==> src/rtl/tilt_rotate.sv <==
// tilt_rotate: re-samples the stored 80x40 grey frame about its centre
// so the tilt measured by the Hough stage is removed.
module tilt_rotate #(
  parameter int IMG_W = 80,
  parameter int IMG_H = 40,
  parameter int PIX_W = 8,
  parameter int FRAC = 8,
  parameter logic [PIX_W-1:0] FILL = 8'd255
) (
  input  logic              clk,
  input  logic              rst,
  input  logic              start,
  input  logic signed [31:0] degree,
  output logic [11:0]       rd_addr,
  input  logic [PIX_W-1:0]  rd_data,
  output logic              out_valid,
  input  logic              out_ready,
  output logic [PIX_W-1:0]  out_data,
  output logic [6:0]        out_x,
  output logic [5:0]        out_y,
  output logic              busy,
  output logic              done
);

  typedef enum logic [2:0] {
    IDLE, SETUP, ADDR, READ, OUT, DONE
  } state_t;

  // round(256*sin(d)) for d = 0..90; cos(d) reads entry 90-d
  localparam logic [8:0] SIN_T [0:90] = '{
    9'd0,   9'd4,   9'd9,   9'd13,  9'd18,
    9'd22,  9'd27,  9'd31,  9'd36,  9'd40,
    9'd44,  9'd49,  9'd53,  9'd58,  9'd62,
    9'd66,  9'd71,  9'd75,  9'd79,  9'd83,
    9'd88,  9'd92,  9'd96,  9'd100, 9'd104,
    9'd108, 9'd112, 9'd116, 9'd120, 9'd124,
    9'd128, 9'd132, 9'd136, 9'd139, 9'd143,
    9'd147, 9'd150, 9'd154, 9'd158, 9'd161,
    9'd165, 9'd168, 9'd171, 9'd175, 9'd178,
    9'd181, 9'd184, 9'd187, 9'd190, 9'd193,
    9'd196, 9'd199, 9'd202, 9'd204, 9'd207,
    9'd210, 9'd212, 9'd215, 9'd217, 9'd219,
    9'd222, 9'd224, 9'd226, 9'd228, 9'd230,
    9'd232, 9'd234, 9'd236, 9'd237, 9'd239,
    9'd241, 9'd242, 9'd243, 9'd245, 9'd246,
    9'd247, 9'd248, 9'd249, 9'd250, 9'd251,
    9'd252, 9'd253, 9'd254, 9'd254, 9'd255,
    9'd255, 9'd255, 9'd256, 9'd256, 9'd256,
    9'd256
  };

  localparam logic signed [19:0] W20 = 20'(IMG_W);
  localparam logic signed [19:0] H20 = 20'(IMG_H);
  localparam logic signed [19:0] CX = 20'(IMG_W / 2);
  localparam logic signed [19:0] CY = 20'(IMG_H / 2);
  localparam logic signed [19:0] RND = 20'(1 << (FRAC - 1));
  localparam logic [11:0] W12 = 12'(IMG_W);
  localparam logic [6:0] XL = 7'(IMG_W - 1);
  localparam logic [5:0] YL = 6'(IMG_H - 1);

  state_t state;
  logic signed [6:0] tilt;
  logic signed [6:0] tilt_c;
  logic [5:0] t_abs;
  logic signed [9:0] cos_q, sin_q;
  logic signed [9:0] cos_l, sin_l;
  logic [6:0] x;
  logic [5:0] y;
  logic oob;

  logic signed [19:0] c20, s20, dx, dy;
  logic signed [19:0] px, py, sx, sy;
  logic [11:0] a12;
  logic oob_c;

  always_comb begin
    tilt_c = degree[6:0];
    if (degree > 32'sd45) tilt_c = 7'sd45;
    else if (degree < -32'sd45) tilt_c = -7'sd45;
  end

  assign t_abs = tilt[6] ? (~tilt[5:0] + 6'd1) : tilt[5:0];
  assign cos_l = $signed({1'b0, SIN_T[7'd90 - {1'b0, t_abs}]});
  assign sin_l = $signed({1'b0, SIN_T[{1'b0, t_abs}]});

  always_comb begin
    c20 = {{10{cos_q[9]}}, cos_q};
    s20 = {{10{sin_q[9]}}, sin_q};
    dx = $signed({13'd0, x}) - CX;
    dy = $signed({14'd0, y}) - CY;
    px = dx * c20 + dy * s20 + RND;
    py = dy * c20 - dx * s20 + RND;
    sx = CX + (px >>> FRAC);
    sy = CY + (py >>> FRAC);
    oob_c = (sx < 0) || (sx >= W20) || (sy < 0) || (sy >= H20);
    a12 = sy[11:0] * W12 + sx[11:0];
  end

  always_ff @(posedge clk or negedge rst) begin
    if (!rst) begin
      state     <= IDLE;
      tilt      <= '0;
      cos_q     <= '0;
      sin_q     <= '0;
      x         <= '0;
      y         <= '0;
      oob       <= 1'b0;
      rd_addr   <= '0;
      out_valid <= 1'b0;
      busy      <= 1'b0;
      done      <= 1'b0;
    end else begin
      done <= 1'b0;
      unique case (state)
        IDLE: if (start) begin
          tilt  <= tilt_c;
          busy  <= 1'b1;
          state <= SETUP;
        end
        SETUP: begin
          cos_q <= cos_l;
          sin_q <= tilt[6] ? -sin_l : sin_l;
          x     <= '0;
          y     <= '0;
          state <= ADDR;
        end
        ADDR: begin
          oob     <= oob_c;
          rd_addr <= oob_c ? '0 : a12;
          state   <= READ;
        end
        READ: begin
          out_valid <= 1'b1;
          state     <= OUT;
        end
        OUT: if (out_ready) begin
          out_valid <= 1'b0;
          state     <= ADDR;
          if (x == XL) begin
            x <= '0;
            if (y == YL) begin
              y     <= '0;
              busy  <= 1'b0;
              done  <= 1'b1;
              state <= DONE;
            end else begin
              y <= y + 6'd1;
            end
          end else begin
            x <= x + 7'd1;
          end
        end
        DONE: state <= IDLE;
        default: state <= IDLE;
      endcase
    end
  end

  // rd_addr is held through OUT, so the RAM keeps returning the same word
  assign out_data = !out_valid ? '0 : (oob ? FILL : rd_data);
  assign out_x = x;
  assign out_y = y;

endmodule

==> config.mk <==
export PLATFORM = sky130hd
export DESIGN_NAME = tilt_rotate
export DESIGN_NICKNAME = d
export VERILOG_FILES = /design/src/rtl/tilt_rotate.sv
export SDC_FILE = /design/constraint.sdc
export NUM_CORES = 1
export LEC_CHECK = 0
export ABC_AREA = 0
export CAP_MARGIN = 10
export CORE_UTILIZATION = 47
export DETAILED_ROUTE_END_ITERATION = 8
export SLEW_MARGIN = 40
export SYNTH_ARGS = -nofsm -noshare
export SYNTH_HDL_FRONTEND = slang
export SYNTH_SLANG_ARGS = --single-unit
==> constraint.sdc <==
create_clock -name clk -period 24.9 [get_ports clk]
set_input_delay 4.98 -clock clk [delete_from_list [all_inputs] [get_ports clk]]
set_output_delay 4.98 -clock clk [all_outputs]
set_load 0.05 [all_outputs]
==> results.toml <==
[die]
design.die.area_um2 = 36600
core-area_um2 = 34900
rows = 68
ios = 80
die_x_um = 191
die_h_um = 191
initial_utilization_pct = 48.2

[logic_synthesis]
netlist_area_um2 = 16800
yosys-top-cells-area = "fa_1 (32%), ha_1 (13%), dfrtp_1 (8.6%), inv_1 (8.3%), nand2_1 (4.8%)"
synth_ff_type = "dfrtp_1"
synthArstFlopShare_pct = 100
avgSynthCellArea_um2 = 8.41
synth-seq-cells = 58
yosysTopAreaCellShare_pct = 31.5
netlist.top_cell.by_area = "fa_1"
syn_inst = 2000
synth_edf_count = 0
ys_warn_count = 0
synth_cell_types = 83
synth_fp_nets = 2481
synth.yosys.seq_area_share_pct = 8.62

[sta]
worst_pin_slew_ns = 0.850
period_share_pct = 45.5
finalHoldViolCount = 0
tns_ns = 0
slew_viol_final = 0
rsz0062_at_grt = "false"
finClkSkew_ns = 0.00762
max_freq_mhz = 88.2
period_needed_ns = 11.34
slew_headroom_pct = 42.9
setup_viol = 0

[global_routing]
grt_pass1_vias = 13813
grt-ovfl-total = 0
grt_pass1_wl_um = 72400
antenna_found_initial = 0
grt_max_degree = 59
grt_usage_pct = 25.4

[job]
maxCapViolCount = 0

[layout]
final.fill_count = 3355
final_nets = 2506
mostFrequentLayoutCells = "inv_1 (374), fa_1 (265), nand2_1 (214)"
area_growth_pct = 9.25
final_common_cell = "inv_1"
diodes = 0
drive_gt1_share_pct = 4.24

[cts]
clk_pin_slew_ns = 0.06
tritoncts = "yes"
cts_root_buffer = "clkbuf_16"
cts.sinks = 58
cts_setup_buffers = 0
cts_hold_buffers = 0
h-tree-depth = 3
cts_buffer_depth = 2
cts_resized = 0
insertion_delay_ns = 0.35
cts_buffers = 9

[drt]
wire_per_inst_um = 17.8
ant_nets = 0
drt_first_pass_iters = 6
post_drt_via_cell_ratio = 5.57
dr.first_iter.drc_count = 829
drc = 0
vias = 13834
wl_um = 44200

[worst_setup_path]
cp.required_ns = 19.92
path_class = "input pin to primary output"
crit_arrival_ns = 6.36
worst_setup_path_start_kind = "input pin"
crit_fanout = 1
endpoint_kind = "primary output"

[placement]
io_buffers = 79
gp_congestion = 0.865
dp_hpwl_um = 34700

[worst_hold_path]
hold_path.class = "flop to flop"

[status]
outcome = "finished clean"
path summary, 6_finish.rpt:
check | startpoint | endpoint | slack, ns | cells past startpoint
max | rd_data[7] | out_data[7] | 13.56 | 3
min | rd_addr[4] | rd_addr[4] | 0.48 | 2
max reg2reg | out_y[2] | rd_addr[11] | 14.53 | 39
min reg2reg | rd_addr[4] | rd_addr[4] | 0.48 | 2
max in group asynchronous | rst | out_x[1] | 19.74 | 2
min in group asynchronous | rst | rd_addr[4] | 4.69 | 2
flip-flops by register name (all words and copies together), names as in the netlist:
register	flops
busy	1
cos_q	9
done	1
oob	1
out_valid	1
out_x	7
out_y	6
rd_addr	12
sin_q	10
state	3
tilt	7
synthesized netlist by cell type (all sizes together) (21+ instances only):
cell type,instances
inv,375
fa,265
nand2,214
ha,172
o21ai,98
nor2,95
and2,91
a21oi,82
clkbuf,76
dfrtp,58
xnor2,55
nor2b,52
nand2b,31
nand3,31
o21a,23
nor3,21
o211ai,21
worst max-delay path, cell delays in order:
cell and delay, ns:
clkdlybuf4s50_1 0.46, o21a_1 0.12, clkdlybuf4s50_1 0.80
area by class of cell:
cell class                      instances  area (µm²)  area share, %
Inverter                              377        1420           7.70
Sequential cell                        58        1450           7.91
Clock inverter                          7         101          0.551
Tap cell                              455         569           3.10
Timing Repair Buffer                  107        1000           5.46
Clock buffer                            9         225           1.22
Multi-Input combinational cell       1472       13600           74.1
cells by family after synthesis:
group | share of synthesized area [%]
buffers and inverters | 10.7
muxes | 1.07
adders and majority gates | 44.3
and+or+nand+nor | 17.7
AOI/OAI and AO/OA | 13.6
DFF | 8.62
xor gates and xnor gates | 4.01
routing by layer:
layer / wire length (µm) / share of wire, % / vias to the layer above / GRT usage [%]
met4: 865 / 2.0 / 0 / 6.04
met3: 2560 / 5.8 / 41 / 3.29
met5: 0 / 0 / - / 0
met2: 20000 / 45 / 386 / 39.7
li1: - / - / 6476 / -
met1: 20700 / 47 / 6931 / 37.0
per-stage QoR:
step	util (%)	area, µm²	hold slack, ns	instances	worst slack [ns]
after floorplan	-	16800	0.519	2000	14.53
after global placement	51.7	18000	0.458	2468	13.57
after detailed placement	51.7	18000	0.473	2468	13.55
after CTS	52.6	18400	0.484	2484	13.55
after global routing	52.7	18400	0.506	2485	13.52
final	52.7	18400	0.480	2485	13.56
Power is left out: the tool's default activity adds up to more than one toggle a clock period on the data nets, which glitch-free logic cannot reach.
